==> src/rtl/latch_edge_monitor.sv <==
// Synchronizes and debounces a latch output, emits one-cycle rise/fall pulses
// and keeps a saturating count of accepted edges.
//
// state   | meaning
// ST_LO   | filtered level low, waiting for a synchronized high
// PEND_HI | high seen, qualifying for STABLE_CNT consecutive samples
// ST_HI   | filtered level high, waiting for a synchronized low
// PEND_LO | low seen, qualifying for STABLE_CNT consecutive samples
module latch_edge_monitor #(
  parameter int unsigned STABLE_CNT = 4,
  parameter int unsigned CNT_W      = 8
) (
  input  logic             clk,
  input  logic             rst_n,
  input  logic             d_in,
  input  logic             clr,
  output logic             q_filt,
  output logic             rise,
  output logic             fall,
  output logic [CNT_W-1:0] edge_cnt,
  output logic             sat
);

  typedef enum logic [1:0] {
    ST_LO   = 2'b00,
    PEND_HI = 2'b01,
    ST_HI   = 2'b11,
    PEND_LO = 2'b10
  } state_t;

  localparam logic [7:0]       STAB_LAST = 8'(STABLE_CNT - 1);
  localparam logic [CNT_W-1:0] CNT_MAX   = '1;
  localparam logic [CNT_W-1:0] CNT_ONE   = CNT_W'(1);

  state_t     state_q, state_d;
  logic [7:0] stab_q, stab_d;
  logic       s1, s2;
  logic       q_filt_d, rise_d, fall_d;
  logic       accept;

  // Two-flop synchronizer: the only place d_in is sampled.
  always_ff @(posedge clk or negedge rst_n) begin
    if (!rst_n) begin
      s1 <= 1'b0;
      s2 <= 1'b0;
    end else begin
      s1 <= d_in;
      s2 <= s1;
    end
  end

  always_ff @(posedge clk or negedge rst_n) begin
    if (!rst_n) begin
      state_q <= ST_LO;
      stab_q  <= 8'd0;
    end else begin
      state_q <= state_d;
      stab_q  <= stab_d;
    end
  end

  always_comb begin
    state_d = state_q;
    stab_d  = stab_q;
    case (state_q)
      ST_LO: begin
        if (s2) begin
          state_d = PEND_HI;
          stab_d  = 8'd1;
        end else begin
          stab_d  = 8'd0;
        end
      end
      PEND_HI: begin
        if (!s2) begin
          state_d = ST_LO;
          stab_d  = 8'd0;
        end else if (stab_q == STAB_LAST) begin
          state_d = ST_HI;
          stab_d  = 8'd0;
        end else begin
          stab_d  = stab_q + 8'd1;
        end
      end
      ST_HI: begin
        if (!s2) begin
          state_d = PEND_LO;
          stab_d  = 8'd1;
        end else begin
          stab_d  = 8'd0;
        end
      end
      PEND_LO: begin
        if (s2) begin
          state_d = ST_HI;
          stab_d  = 8'd0;
        end else if (stab_q == STAB_LAST) begin
          state_d = ST_LO;
          stab_d  = 8'd0;
        end else begin
          stab_d  = stab_q + 8'd1;
        end
      end
      default: begin
        state_d = ST_LO;
        stab_d  = 8'd0;
      end
    endcase
  end

  always_comb begin
    rise_d   = (state_q == PEND_HI) && s2  && (stab_q == STAB_LAST);
    fall_d   = (state_q == PEND_LO) && !s2 && (stab_q == STAB_LAST);
    q_filt_d = (state_d == ST_HI) || (state_d == PEND_LO);
  end

  assign accept = rise_d | fall_d;

  always_ff @(posedge clk or negedge rst_n) begin
    if (!rst_n) begin
      q_filt <= 1'b0;
      rise   <= 1'b0;
      fall   <= 1'b0;
    end else begin
      q_filt <= q_filt_d;
      rise   <= rise_d;
      fall   <= fall_d;
    end
  end

  // Clear wins over saturation; an edge in the clear cycle is counted afresh.
  always_ff @(posedge clk or negedge rst_n) begin
    if (!rst_n) begin
      edge_cnt <= '0;
      sat      <= 1'b0;
    end else if (clr) begin
      edge_cnt <= accept ? CNT_ONE : '0;
      sat      <= 1'b0;
    end else if (accept && (edge_cnt != CNT_MAX)) begin
      edge_cnt <= edge_cnt + CNT_ONE;
      if (edge_cnt == (CNT_MAX - CNT_ONE)) begin
        sat <= 1'b1;
      end
    end
  end

endmodule

==> config.mk <==
export PLATFORM = sky130hd
export DESIGN_NAME = latch_edge_monitor
export DESIGN_NICKNAME = d
export VERILOG_FILES = /design/src/rtl/latch_edge_monitor.sv
export SDC_FILE = /design/constraint.sdc
export NUM_CORES = 1
export LEC_CHECK = 0
export ABC_CLOCK_PERIOD_IN_PS = 1700
export CAP_MARGIN = 40
export CORE_UTILIZATION = 37
export DETAILED_ROUTE_END_ITERATION = 6
export SLEW_MARGIN = 20
export SYNTH_ARGS = -nofsm -noshare
export SYNTH_HDL_FRONTEND = slang
export SYNTH_SLANG_ARGS = --single-unit
==> constraint.sdc <==
create_clock -name clk -period 1.7 [get_ports clk]
set_clock_uncertainty 0.2 [all_clocks]
set_input_delay 0.255 -clock clk [delete_from_list [all_inputs] [get_ports clk]]
set_output_delay 0.255 -clock clk [all_outputs]
set_load 0.005 [all_outputs]
== Word-level counts from Yosys, hierarchy flattened ==
Index checks and enable logic that the tools add are counted.

* Bitwise gates (word level): 1
* Add/sub/neg operators: 2
* Mux-type cells: 19
* Reduce and logical (&&, ||, !) cells: 11
* Eq/ne operators: 8

{| class="wikitable"
|+ Operators by type and width
! operator !! number
|-
| two-way mux 8 bit || 5
|-
| case mux 8 bit (4 select lines) || 1
|-
| adder 8 x 1 -> 8 bit, second input constant || 2
|-
| two-way mux 2 bit || 6
|-
| == test 2 bit, second input constant || 4
|-
| == test 8 x 2 -> 1 bit, second input constant || 1
|-
| == test 8 bit, second input constant || 1
|-
| inequality test 8 bit, second input constant || 1
|-
| case mux 2 bit (4 select lines) || 1
|-
| two-way mux 1 bit || 6
|-
| logical AND 1 bit || 5
|-
| nonzero test 2 bit || 2
|-
| == test 2 x 1 -> 1 bit, second input constant || 1
|-
| zero test 2 bit || 1
|-
| AND reduction 2 bit || 1
|-
| zero test 1 bit || 1
|-
| logical OR 1 bit || 1
|-
| bitwise OR 1 bit || 1
|}

* Register bits: 24
* Input port bits: 4
* Logic and storage cells: 50

== Logic depth before layout (Yosys ltp) ==
Gate-level depths: netlist of the first run.

* Depth in word-level cells: 7
* Mapped depth: 6

== Worst setup path after synthesis of the first run ==
OpenSTA, ideal clock, no wires.

* Path type: register to register
* From: reg stab_q[6]
* To: reg edge_cnt[1]
* Path slack: -0.020 ns
* Data required time: 1.404 ns
* Arrival: 1.424 ns
* Path buffers: 1
* Library setup time: 0.096 ns
* Stages on the path, launching flop included: 6
* Cell sequence: dfrtp_1 nor4_4 o211a_4 buf_8 a21oi_2 a311oi_2

* Longest elaborated chain between the ends: 5
* Elaborated cells between the ends (all ways): 6
* Those cells by class: 1 x eq/ne; 1 x bitwise; 4 x reduce/logical

{| class="wikitable"
|+ Ends and longest elaborated chain
! element !! RTL line !! source
|-
| from (decl) || 36 || <nowiki>logic [7:0] stab_q, stab_d;</nowiki>
|-
| from (signal assigned) || 58 || <nowiki>stab_q <= stab_d;</nowiki>
|-
| == test 8 x 2 -> 1 bit * || 112, 113 ||
|-
| logical AND 1 bit (on tied branches) || 112, 113 ||
|-
| bitwise OR 1 bit * || 117 || <nowiki>assign accept = rise_d | fall_d;</nowiki>
|-
| logical AND 1 bit * || 139 || <nowiki>end else if (accept && (edge_cnt != CNT_MAX)) begin</nowiki>
|-
| nonzero test 2 bit (no source line) * || n/a ||
|-
| to (signal assigned) || 137 || <nowiki>edge_cnt <= accept ? CNT_ONE : '0;</nowiki>
|-
| to (signal assigned) || 140 || <nowiki>edge_cnt <= edge_cnt + CNT_ONE;</nowiki>
|-
| to (decl) || 20 || <nowiki>output logic [CNT_W-1:0] edge_cnt,</nowiki>
|}

Every way passes the cells marked *; elsewhere a longest branch is shown, timed or not.
A chain may end at the register's enable or synchronous reset.

== Worst setup path after layout of the first run ==
* From: reg stab_q[1]
* To: reg edge_cnt[1]

Same word-level chain as after synthesis.

==> metrics.md, run 1 <==
| Metric | Value |
|---|---|
| Status | `finished, violations left` |
| Failing checks | `negative setup slack` |
| FILL cells | `269` |
| Number of I/O pins | `16` |
| Num CTS Buffers | `3` |
| Mapped Area | `1210 sq um` |
| Leading area contributor after synthesis | `dfrtp_1` |
| Worst Setup Start Kind | `register` |
| RSZ-0062 raised after global routing | `yes` |
| First-pass GRT wire length | `4570 microns` |
| Share of post-route cells with drive strength above 1 | `35.4%` |
| Syn Area/Cell | `10.5 sq um` |
| Worst setup EP type | `register` |
| Initial antenna violation count | `0` |
| Dpl cell area | `1550 sq um` |
| Fmax achieved | `586 MHz` |
| Mux contribution to synthesized area | `0%` |
| Peak supply drop | `0.000371 V` |
| CTS max path bufs | `2` |
| Max-Cap Viols | `0` |
| Chip width | `59.2 microns` |
| Mapped Cells | `115` |
| WL per Instance | `12.7 microns` |
| Post-route cell area | `1760 sq um` |
| Kind of critical path | `register to register` |
| Multi-input gate area | `628 sq um` |
| Pin count of the biggest net entering global routing | `25` |
| Final GP Congestion | `0.903` |
| GRT overflow | `0` |
| Clock sinks | `24` |
| Antenna viol nets, final | `0` |
| Leakage | `0.783 nW` |
| DRT met1 WL | `1140 microns` |
| Adder-cell share of the synthesized area | `3.11%` |
| Slew margin rel. | `69.9%` |
| DR vias | `1051` |
| Most used DFF post-synth | `dfrtp_1` |
| Initial DRT Pass Iterations | `4` |
| Num rows | `20` |
| Register Area | `602 sq um` |
| Root Driver | `clkbuf_4` |
| Area added between synthesis and finish | `45.9%` |
| Synth Area in Compound Gates | `17.9%` |
| Worst-Margin Slew | `0.440 ns` |
| Overall Global Routing Usage | `17.4%` |
| Max-slew violations | `0` |
| DR vias/cell | `5.13` |
| PortBufs | `15` |
| Die H | `59.2 microns` |
| EDFF count, synth | `0` |
| CTS hold repair buffers | `0` |
| CTS tree | `done` |
| Post-route DRC | `0` |
| Detailed router's first-iteration violation count | `35` |
| Simple-gate share of the synthesized area | `21.5%` |
| Final core utilization | `57.3%` |
| Post-route setup slack | `-0.00611 ns` |
| Yosys reg bits | `24` |
| Min-delay worst type | `input pin to asynchronous set/reset pin` |
| Clk slew on worst S/H paths | `0.13 ns` |
| Area share of the largest cell type after synthesis | `49.7%` |
| Final setup viols | `1` |
| H-tree depth | `1` |
| Crit path DAT | `1.74 ns` |
| DR WL met2 | `1320 microns` |
| Net Count, Synth | `122` |
| Antenna cell count | `0` |
| Period utilization | `100%` |
| Final nets | `169` |
| Dpl hpwl | `1880 microns` |
| Starting Density | `39.3%` |
| Die footprint | `3500 sq um` |
| Finished Layout Cells | `205` |
| Synth unique cells | `40` |
| Hold Fails Final Rpt | `0` |
| Clk_lat worst skew | `0.32 ns` |
| Power per Cell Area | `620 nW/um^2` |
| WL met3 | `95 microns` |
| Core Region | `3080 sq um` |
| Vias in the first global route | `1053` |
| DR top layer | `met4` |
| Yosys warns | `0` |
| FFs w/ async S/R, synth | `100%` |
| Area contributors post-synth | `dfrtp_1, o21ai_0, ha_1` |
| Worst hold slack | `0.0726 ns` |
| Worst Setup Slack post-DPL | `-0.0421 ns` |
| CP Max Fanout | `8` |
| Cells after DPL | `190` |
| Largest family of logic cells by synthesized area | `simple AND/OR/NAND/NOR gates` |
| Sequential element share of the synthesized area | `49.7%` |
| Post-Synth XOR/XNOR Area | `4.35%` |
| Total Routed Length | `2600 microns` |
| Req. time, crit path | `1.74 ns` |
| Min Tclk post-route | `1.71 ns` |
[report_power, final]
group | leakage [nW] | switching, mW | total [mW] | internal, mW
clock | 0.0279 | 0.171 | 0.410 | 0.238
combinational | 0.441 | 0.0478 | 0.0943 | 0.0464
sequential | 0.314 | 0.00738 | 0.588 | 0.581
total | 0.783 | 0.227 | 1.09 | 0.866
[sequential cells by signal, summed over array words and instances (netlist names)]
signal	flops
state_q	2
edge_cnt	8
rise	1
q_filt	1
sat	1
stab_q	8
fall	1
s2	1
s1	1
[final timing paths]
kind                                      from                       to  slack, ns  cells past startpoint
min                                      rst_n           rise$_DFF_PN0_       0.07                      2
max                        stab_q[1]$_DFF_PN0_  edge_cnt[1]$_DFFE_PN0P_     -0.006                      6
max in group asynchronous                rst_n  edge_cnt[3]$_DFFE_PN0P_       0.98                      2
min reg2reg                       s1$_DFF_PN0_             s2$_DFF_PN0_       0.17                      0
min in group clk                          d_in             s1$_DFF_PN0_       0.16                      1
max reg2reg                stab_q[1]$_DFF_PN0_  edge_cnt[1]$_DFFE_PN0P_     -0.006                      6
[what timing repair did]
item / CTS / global route
setup endpoints to repair: 14 / 22
setup buffers: 9 / 2
pin swaps: 10 / 13
resized for setup: 10 / 20
[final cells by class]
class | count | share of cell area [%]
multi-input combinational | 83 | 35.6
tap | 44 | 3.12
clock inverter | 1 | 1.70
sequential | 24 | 34.1
inverter | 4 | 0.852
timing repair buffer | 46 | 23.3
clock buffer | 3 | 1.28
[placed cells by master, fill, tap and decap left out, types with 2 or more instances in the layout]
| cell | instances |
|---|---|
| nor3_1 | 2 |
| nand2_1 | 8 |
| buf_4 | 27 |
| xor2_1 | 2 |
| dfrtp_1 | 23 |
| o21ai_0 | 2 |
| nor4b_2 | 2 |
| xnor2_1 | 4 |
| a211oi_1 | 2 |
| clkbuf_4 | 3 |
| a21oi_2 | 4 |
| inv_1 | 4 |
| nor2_1 | 10 |
| nand3_1 | 6 |
| a21oi_1 | 2 |
| nand4_1 | 2 |
| buf_6 | 3 |
| dlygate4sd2_1 | 3 |
| a31oi_1 | 2 |
| o21ai_1 | 7 |
| dlymetal6s2s_1 | 3 |
| clkdlybuf4s50_1 | 9 |
[cell usage after synthesis (2+ instances only)]
master / instances
a31oi_1: 2
ha_1: 3
nand3_1: 6
nor2_1: 10
o21ai_0: 9
a21oi_1: 5
nor4b_1: 2
nor3_1: 2
a41oi_1: 2
dfrtp_1: 24
xor2_1: 2
clkbuf_1: 3
a211oi_1: 2
xnor2_1: 4
nand2_1: 10
nand4_1: 2
inv_1: 4
[cell families (layout without fill, tap and decap cells)]
logic type,after synthesis,after routing
buf+inv,8,54
flops,24,24
fa+ha+maj,3,3
simple gates,44,44
xor+xnor,6,6
compound gates,30,30
[worst max-delay path: stages (launching register included)]
cell and delay, ns:
dfrtp_1 0.39, ha_2 0.18, nor3b_4 0.25, o211a_4 0.25
buf_12 0.13, a21oi_2 0.05, a311oi_2 0.18
[through the flow]
stage | setup TNS (ns) | total power [mW]
2_1_floorplan | -0.00628 | 0.634
3_3_place_gp | -0.0181 | 0.679
3_5_place_dp | -0.0973 | 0.682
4_1_cts | -0.0469 | 1.09
5_1_grt | -0.644 | 1.14
6_report | -0.00611 | 1.09
[metal layers]
layer | global-route usage, % | vias to the layer above
met2 | 28.9 | 30
met4 | 8.50 | 0
li1 | - | 514
met5 | 0 | -
met1 | 21.9 | 502
met3 | 2.84 | 5
(Power assumes the default switching activity.)
==> run 2: changes to the inputs <==
--- a/config.mk
+++ b/config.mk
@@ -9,7 +9,9 @@
 export CAP_MARGIN = 40
 export CORE_UTILIZATION = 37
 export DETAILED_ROUTE_END_ITERATION = 6
+export REMOVE_ABC_BUFFERS = 1
 export SLEW_MARGIN = 20
 export SYNTH_ARGS = -nofsm -noshare
 export SYNTH_HDL_FRONTEND = slang
 export SYNTH_SLANG_ARGS = --single-unit
+export TNS_END_PERCENT = 100
==> metrics.md, run 2 (synthesis gave the netlist of run 1 again) <==
| Metric | Value |
|---|---|
| Status | `finished, violations left` |
| Power per Cell Area | `528 nW/um^2` |
| Vias in the first global route | `946` |
| Peak supply drop | `0.000333 V` |
| Chip width | `59.2 microns` |
| Total Routed Length | `2820 microns` |
| First-pass GRT wire length | `4280 microns` |
| Post-route setup slack | `-0.135 ns` |
| Clk_lat worst skew | `0.31 ns` |
| Worst stage delay on the critical path | `0.37 ns` |
| Post-route cell area | `1780 sq um` |
| Period utilization | `108%` |
| DR vias | `1083` |
| Commonest non-fill, non-tap cell in the layout | `buf_4` |
| Failing checks | `negative setup slack` |
| Finished Layout Cells | `207` |
| Fmax achieved | `545 MHz` |
| Crit path DAT | `1.88 ns` |
| Commonest cells after routing, fill and taps aside | `buf_4, dfrtp_1, nor2_1, clkdlybuf4s50_1, nand2_1` |
| Root Driver | `clkbuf_4` |
| Overall Global Routing Usage | `16.3%` |
| Initial DRT Pass Iterations | `4` |
| Cells after DPL | `185` |
| H-tree depth | `1` |
| RSZ-0062 raised after global routing | `yes` |
| Min Tclk post-route | `1.83 ns` |
| Number of I/O pins | `16` |
| Post-route DRC | `0` |
| CP max stage cell | `dfrtp_1` |
| Worst setup EP type | `register` |
| Num CTS Buffers | `3` |
| Die H | `59.2 microns` |
| Post-Route Setup TNS | `-0.194 ns` |
| Max-slew violations | `0` |
| CP Max Fanout | `3` |
| Dpl cell area | `1500 sq um` |
| Clock sinks | `24` |
| Crit-path leading delay family | `simple AND/OR/NAND/NOR gates` |
| Top Registers | `edge_cnt (8), stab_q (8), state_q (2)` |
| Final setup viols | `6` |
| Antenna cell count | `0` |
| Clk slew on worst S/H paths | `0.13 ns` |
| CTS tree | `done` |
| CTS max path bufs | `2` |
| WP buf/inv | `1` |
| Final nets | `172` |
| CP cell instances | `ha_2 -> nor3b_4 -> buf_4 -> o211ai_2 -> or3_1 -> a21oi_1` |
| Die footprint | `3500 sq um` |
| Max-Cap Viols | `0` |
| CTS hold repair buffers | `0` |
| Antenna viol nets, final | `0` |
| Kind of critical path | `register to register` |
| Core Region | `3080 sq um` |
| Leakage | `0.752 nW` |
| Share of post-route cells with drive strength above 1 | `38.7%` |
| Req. time, crit path | `1.74 ns` |
| Detailed router's first-iteration violation count | `27` |
| Hold Fails Final Rpt | `0` |
| Slew margin rel. | `72.5%` |
| Min-delay worst type | `input pin to asynchronous set/reset pin` |
| Worst-Margin Slew | `0.402 ns` |
| GRT overflow | `0` |
| WL per Instance | `13.6 microns` |
| Dpl hpwl | `1730 microns` |
| Initial antenna violation count | `0` |
| Final GP Congestion | `0.829` |
| Num rows | `20` |
| Area added between synthesis and finish | `47.0%` |
| Pin count of the biggest net entering global routing | `25` |
| PortBufs | `15` |
| Starting Density | `39.3%` |
| Final Power | `0.938 mW` |
| Worst Setup Start Kind | `register` |
| DR vias/cell | `5.23` |
==> run 2: cell types whose count changed in the layout (fill, tap and decap cells not counted), sizes merged <==
cell / change
buf: +2
dlymetal6s2s: -2
bufinv: -1
clkdlybuf4s50: +1
dlygate4sd2: +1
o211a: +1
==> run 2: power by group <==
group / switching (mW) / total [mW] / internal (mW)
clock network: 0.164 / 0.247 / 0.0829
logic: 0.0532 / 0.103 / 0.0503
registers: 0.00645 / 0.588 / 0.581
==> run 2: layer usage <==
metal / track usage, % / vias to the layer above / routed length, microns
li1: - / 525 / -
met1: 21.1 / 535 / 1270
met2: 27.8 / 21 / 1440
met3: 4.15 / 2 / 95
met4: 3.06 / 0 / 13
met5: 0 / - / 0
==> run 2: path summary, 6_finish.rpt <==
| check | from | endpoint | slack [ns] | cells after the start |
|---|---|---|---|---|
| worst min-delay path | rst_n | stab_q[4]$_DFF_PN0_ | 0.08 | 2 |
| worst max-delay path | stab_q[1]$_DFF_PN0_ | edge_cnt[3]$_DFFE_PN0P_ | -0.13 | 6 |
| min in group clk | s1$_DFF_PN0_ | s2$_DFF_PN0_ | 0.16 | 0 |
| worst max register to register | stab_q[1]$_DFF_PN0_ | edge_cnt[3]$_DFFE_PN0P_ | -0.13 | 6 |
| max in group asynchronous | rst_n | edge_cnt[2]$_DFFE_PN0P_ | 0.97 | 2 |
| worst min register to register | s1$_DFF_PN0_ | s2$_DFF_PN0_ | 0.16 | 0 |
==> run 2: layout make-up <==
| type | instances | area (sq um) |
|---|---|---|
| inverter | 4 | 15.0 |
| clock buffer | 3 | 22.5 |
| timing repair buffer | 48 | 414 |
| multi-input combinational | 84 | 667 |
| fill | 280 | 1300 |
| tap | 44 | 55.1 |
| sequential | 24 | 603 |
==> run 2: what timing repair did <==
| item | 4_1_cts | 5_1_grt |
|---|---|---|
| setup endpoints to repair | 23 | 20 |
| gates cloned | 1 | 0 |
| gates resized for setup | 15 | 23 |
| setup buffers | 8 | 10 |
| pin swaps | 9 | 9 |
==> run 2: through the flow <==
| stage | setup slack (ns) | hold slack [ns] | util [%] |
|---|---|---|---|
| 5_1_grt | -0.215 | 0.106 | 57.7 |
| 3_5_place_dp | -0.114 | 0.136 | 48.7 |
| 2_1_floorplan | -0.0418 | -0.241 | - |
| 4_1_cts | -0.0789 | 0.0852 | 52.5 |
| 6_report | -0.135 | 0.0821 | 57.7 |
| 3_3_place_gp | -0.0414 | 0.134 | 48.7 |
==> run 2: worst register-to-register path, cell delays in order, from the launching register on <==
cell and delay (ns):
dfrtp_1 0.37, ha_2 0.18, nor3b_4 0.26, buf_4 0.17, o211ai_2 0.11, or3_1 0.35, a21oi_1 0.14
